## config.mk

```make
export PLATFORM = sky130hd
export DESIGN_NAME = seq_step_controller_flat
export DESIGN_NICKNAME = d
export VERILOG_FILES = /design/src/rtl/seq_step_if.sv /design/src/rtl/seq_step_controller.sv /design/src/flat_wrapper.sv
export SDC_FILE = /design/constraint.sdc
export NUM_CORES = 1
export LEC_CHECK = 0
export BUFFER_PORTS_ARGS = -buffer_cell sky130_fd_sc_hd__buf_2
export CORE_UTILIZATION = 50
export DETAILED_ROUTE_END_ITERATION = 10
export PLACE_DENSITY = 0.75
export SLEW_MARGIN = 20
export SYNTH_ARGS = -nofsm -noshare
export SYNTH_HDL_FRONTEND = slang
export SYNTH_SLANG_ARGS = --single-unit
```

## constraint.sdc

```tcl
create_clock -name clk -period 6.6 [get_ports clk]
set_clock_uncertainty 0.15 [all_clocks]
set_input_delay 0.33 -clock clk [delete_from_list [all_inputs] [get_ports clk]]
set_output_delay 0.33 -clock clk [all_outputs]
set_load 0.005 [all_outputs]
```

## src/rtl/seq_step_if.sv

```systemverilog
// Control/status bundle between the step-sequencer controller and its surroundings
// (command pulses and keypad in, divider enable and note/gate out).
interface seq_step_if #(
  parameter int STEPS  = 8,
  parameter int NOTE_W = 4
);
  localparam int IDX_W = (STEPS > 1) ? $clog2(STEPS) : 1;

  logic              play;
  logic              stop;
  logic              rec;
  logic              clear;
  logic              beat_pulse;
  logic              key_valid;
  logic [NOTE_W-1:0] key_note;

  logic              sequencer_on;
  logic [IDX_W-1:0]  step_idx;
  logic [NOTE_W-1:0] note_out;
  logic              gate;
  logic              recording;

  modport master (
    output play, stop, rec, clear, beat_pulse, key_valid, key_note,
    input  sequencer_on, step_idx, note_out, gate, recording
  );

  modport slave (
    input  play, stop, rec, clear, beat_pulse, key_valid, key_note,
    output sequencer_on, step_idx, note_out, gate, recording
  );
endinterface

```

## src/rtl/seq_step_controller.sv

```systemverilog
// Play/stop/record step sequencer: walks a STEPS-entry note pattern on divider
// beats, emits a timed gate per step, and records keypad notes in REC mode.
module seq_step_controller #(
  parameter int STEPS       = 8,
  parameter int NOTE_W      = 4,
  parameter int GATE_CYCLES = 2500000
) (
  input  logic       clk,
  input  logic       n_rst,
  seq_step_if.slave  bus
);
  localparam int IDX_W = (STEPS > 1) ? $clog2(STEPS) : 1;
  localparam int TMR_W = $clog2(GATE_CYCLES + 1);
  localparam logic [TMR_W-1:0] GATE_LOAD = TMR_W'(GATE_CYCLES);

  typedef enum logic [1:0] {ST_STOP, ST_PLAY, ST_REC} state_e;

  state_e                         state_q, state_d;
  logic [IDX_W-1:0]               step_q, step_d, step_nx;
  logic [NOTE_W-1:0]              note_q, note_d;
  logic [TMR_W-1:0]               timer_q, timer_d;
  logic [STEPS-1:0][NOTE_W-1:0]   pat_q, pat_d;
  logic                           seq_on_q, rec_q, gate_q;

  assign step_nx = step_q + 1'b1;

  always_comb begin
    state_d = state_q;
    step_d  = step_q;
    note_d  = note_q;
    timer_d = (timer_q != '0) ? timer_q - 1'b1 : '0;
    pat_d   = pat_q;
    case (state_q)
      ST_STOP: begin
        if (bus.clear) pat_d = '0;
        if (!bus.stop && (bus.play || bus.rec)) begin
          state_d = bus.play ? ST_PLAY : ST_REC;
          step_d  = '0;
          note_d  = pat_q[0];
          timer_d = GATE_LOAD;
        end
      end
      ST_PLAY, ST_REC: begin
        if (bus.stop) begin
          state_d = ST_STOP;
          step_d  = '0;
          note_d  = '0;
          timer_d = '0;
        end else begin
          if (bus.rec) state_d = (state_q == ST_REC) ? ST_PLAY : ST_REC;
          // Write lands on the pre-advance step; the beat read below sees old contents.
          if (state_q == ST_REC && bus.key_valid) begin
            pat_d[step_q] = bus.key_note;
            note_d        = bus.key_note;
            timer_d       = GATE_LOAD;
          end
          if (bus.beat_pulse) begin
            step_d  = step_nx;
            note_d  = pat_q[step_nx];
            timer_d = GATE_LOAD;
          end
        end
      end
      default: state_d = ST_STOP;
    endcase
  end

  always_ff @(posedge clk or negedge n_rst) begin
    if (!n_rst) begin
      state_q  <= ST_STOP;
      step_q   <= '0;
      note_q   <= '0;
      timer_q  <= '0;
      pat_q    <= '0;
      seq_on_q <= 1'b0;
      rec_q    <= 1'b0;
      gate_q   <= 1'b0;
    end else begin
      state_q  <= state_d;
      step_q   <= step_d;
      note_q   <= note_d;
      timer_q  <= timer_d;
      pat_q    <= pat_d;
      seq_on_q <= (state_d != ST_STOP);
      rec_q    <= (state_d == ST_REC);
      gate_q   <= (timer_d != '0) && (note_d != '0);
    end
  end

  assign bus.sequencer_on = seq_on_q;
  assign bus.recording    = rec_q;
  assign bus.step_idx     = step_q;
  assign bus.note_out     = note_q;
  assign bus.gate         = gate_q;
endmodule

```

## src/flat_wrapper.sv

```systemverilog
// flat-port wrapper written by rule: the top's interface ports become plain ports
module seq_step_controller_flat 
#(
  parameter int STEPS       = 8,
  parameter int NOTE_W      = 4,
  parameter int GATE_CYCLES = 2500000
)
  (clk, n_rst, bus_play, bus_stop, bus_rec, bus_clear, bus_beat_pulse, bus_key_valid, bus_key_note, bus_sequencer_on, bus_step_idx, bus_note_out, bus_gate, bus_recording);
  seq_step_if #(.STEPS(STEPS), .NOTE_W(NOTE_W)) bus_i ();
  input  logic clk;
  input  logic n_rst;
  input wire logic [$bits(bus_i.play)-1:0] bus_play;
  input wire logic [$bits(bus_i.stop)-1:0] bus_stop;
  input wire logic [$bits(bus_i.rec)-1:0] bus_rec;
  input wire logic [$bits(bus_i.clear)-1:0] bus_clear;
  input wire logic [$bits(bus_i.beat_pulse)-1:0] bus_beat_pulse;
  input wire logic [$bits(bus_i.key_valid)-1:0] bus_key_valid;
  input wire logic [$bits(bus_i.key_note)-1:0] bus_key_note;
  output wire logic [$bits(bus_i.sequencer_on)-1:0] bus_sequencer_on;
  output wire logic [$bits(bus_i.step_idx)-1:0] bus_step_idx;
  output wire logic [$bits(bus_i.note_out)-1:0] bus_note_out;
  output wire logic [$bits(bus_i.gate)-1:0] bus_gate;
  output wire logic [$bits(bus_i.recording)-1:0] bus_recording;
  assign bus_i.play = bus_play;
  assign bus_i.stop = bus_stop;
  assign bus_i.rec = bus_rec;
  assign bus_i.clear = bus_clear;
  assign bus_i.beat_pulse = bus_beat_pulse;
  assign bus_i.key_valid = bus_key_valid;
  assign bus_i.key_note = bus_key_note;
  assign bus_sequencer_on = bus_i.sequencer_on;
  assign bus_step_idx = bus_i.step_idx;
  assign bus_note_out = bus_i.note_out;
  assign bus_gate = bus_i.gate;
  assign bus_recording = bus_i.recording;
  seq_step_controller #(.STEPS(STEPS), .NOTE_W(NOTE_W), .GATE_CYCLES(GATE_CYCLES)) u_core (.clk(clk), .n_rst(n_rst), .bus(bus_i));
endmodule
```

==> results.ini <==
[clock_network]
post_cts_buffers = 0
clkLatencyLatePin_ps = 350
cts_root_buffer = clkbuf_8
clk_pin_slew_ps = 70
htree_levels = 3
numCtsBuffers = 9
cts_tree = done
cts_sinks = 66
cts_resized = 0
clockBufferDepth = 2

[floorplan]
floorplan.initialDensity = 0.523
rows = 31
core-area_um2 = 7370
top_level_ports = 22
dieArea_um2 = 8070
die_x_um = 89.8
die_h_um = 89.8

[finish]
register_area_um2 = 1650
final_area_um2 = 4190
antenna_cells = 0
drive_above_1_share = 0.144
syn_to_final_growth_pct = 8.66
final_cell_mix = a22o_1, dfrtp_1, nor2_1, o21ai_0, buf_2
final_common_cell = a22o_1
multi_input_area_um2 = 2070
final_util = 0.569
nets = 409
instances_no_fill = 494
nFillCells = 656

[route]
drt-vias-per-instance = 6.36
drc = 0
wl_per_cell_um = 18.8
drt_iter0_drc = 255
dr.pass1.iters = 4
postRouteWirelength_um = 9270
vias = 3144
ant_nets = 0

[critical_path]
rr_startpoint = u_core.bus.step_idx[0]
cp-end-kind = flop
worstPathCellList = ha_1 -> xor2_1 -> mux2i_1 -> a21oi_1 -> a21o_1 -> or4_1 -> o41a_1
crit_fanout = 20
cpLargestDelayFamily = flip-flops
worstSetupPathType = reg2reg
reg2reg_slack_ps = 3280
cp-start-kind = flop
required_ps = 6680
max_stage_delay_ps = 910
r2r-end = u_core.bus.gate
cp_num_buf_inv = 0
rr_worst_depth = 7
cpMaxStageDelayCell = dfrtp_1
crit_arrival_ps = 3400

[synth]
synthSimpleGateAreaFrac = 0.157
yosys.area.top_type_share = 0.428
syn-cell-area_um2 = 3860
synth_top_area_cell = dfrtp_1
synth_fp_nets = 400
synth_compound_area_frac = 0.255
synth_edf_count = 0
ys_async_sr_fraction = 1.00
yosys_warnings = 0
synthAdderAreaFrac = 0.0162
synthMuxAreaShare = 0.0597
netlist_instances = 383
ys_ff_latch = 66
ys_seq_area_frac = 0.428
synth_xor_area_frac = 0.0454
yosys-top-cells-area = dfrtp_1, a22o_1, mux4_2
synth_flop_cell = dfrtp_1
syn_avg_cell_area_um2 = 10.1
synthDistinctLibCells = 51
synth_top_family_by_area = compound AO/OA/AOI/OAI gates

[sta]
slew_violations = 0
finalCriticalPeriod_ps = 3320
setup_tns_ps = 0
tightest_slew_ps = 864
hold_viol_final = 0
period_share = 0.503
max_slew_margin = 0.419
whs_ps = 227
grt_setup_unrepaired = no
setup_violations = 0
fmax_ghz = 0.301
fin_ws_ps = 3280

[min_path]
hold_class = in2reg
min_to = u_core.bus.sequencer_on
hp-start = bus_play
hold_depth = 4

[placed_design]
place_hpwl_um = 6270
dp_cells = 479
pre_cts_slack_ps = 3310
place.port_buffers = 21
placed_cell_area_um2 = 3980
gp_congestion = 0.894

[grt]
grt_pass1_wl_um = 15400
grt_pass1_vias = 3068
antenna_found_initial = 0
track_usage = 0.245
overflow = 0
grt_max_degree = 41

[outcome]
status = finished clean

[run]
drv_cap = 0

[pwr]
ir_worst_vdd_v = 0.000147
power_density_nw_per_um2 = 422
leakagePower_nw = 1.81
power_mw = 1.77

## what timing repair did
| action | CTS | global route |
|---|---|---|
| hold buffers | 1 | 0 |
| setup endpoints to repair | 0 | 0 |
| hold endpoints to repair | 32 | 0 |
## worst reg2reg max path, cell delays in order, from the launching register on
cell	delay, ps
dfrtp_1	910
ha_1	360
xor2_1	460
mux2i_1	300
a21oi_1	90
a21o_1	200
or4_1	600
o41a_1	140
## report_power, final
part           internal [mW]  total (mW)  switching (mW)
combinational          0.327       0.797           0.470
sequential             0.505       0.636           0.131
clock                  0.189       0.336           0.146
## cell usage after synthesis, types with 3 or more instances
library cell  number
mux4_2             8
nor3_1            11
or3_1              4
ha_1               5
clkbuf_1          22
xor2_1             5
a211oi_1           4
nor2_1            44
a22o_1            69
a21o_1             5
dfrtp_1           66
nand3_1            5
a21oi_1           11
buf_6              3
and3_1             4
nand3b_1           3
nand4_1            3
xnor2_1           15
nand2_1           14
o21ai_0           22
mux2i_1            5
nand2b_1           5
inv_1              7
a31oi_1            4
nor4_1             4
## layout make-up
type,count,area share
multi-input cells,284,0.493
flip-flops and latches,66,0.394
clock buffers,11,0.0361
repair buffers,24,0.0311
well taps,99,0.0296
clock inverters,3,0.00956
inverters,7,0.00627
## logic make-up (layout without fill, tap and decap cells)
logic type	after synthesis	count (layout)
AO/OA/AOI/OAI	130	130
AND/OR/NAND/NOR	116	116
flip-flops	66	66
buffers and inverters	33	45
XOR/XNOR	20	20
multiplexers	13	13
adder cells (fa/ha/maj)	5	5
## flip-flops by register name, summed over array words and instances, names as in the netlist
name,cells
u_core.bus.gate,1
u_core.bus.note_out,4
u_core.bus.recording,1
u_core.bus.sequencer_on,1
u_core.bus.step_idx,3
u_core.pat_q,32
u_core.state_q,2
u_core.timer_q,22
## routing by layer
metal,track usage,wire (um)
met5,0,0
met4,0.117,236
met3,0.0643,661
met2,0.368,4110
met1,0.331,4260
## worst max path at each step
stage,start,endpoint,slack (ps),cells after the start
3_3_place_gp,u_core.bus.step_idx[0],u_core.bus.gate,3360,7
2_1_floorplan,u_core.bus.step_idx[0],u_core.bus.gate,4020,8
4_1_cts,u_core.bus.step_idx[0],u_core.bus.gate,3290,7
3_5_place_dp,u_core.bus.step_idx[0],u_core.bus.gate,3310,7
6_report,u_core.bus.step_idx[0],u_core.bus.gate,3280,7
5_1_grt,u_core.bus.step_idx[0],u_core.bus.gate,3080,7
No activity file was read; power rests on OpenSTA's default activity.
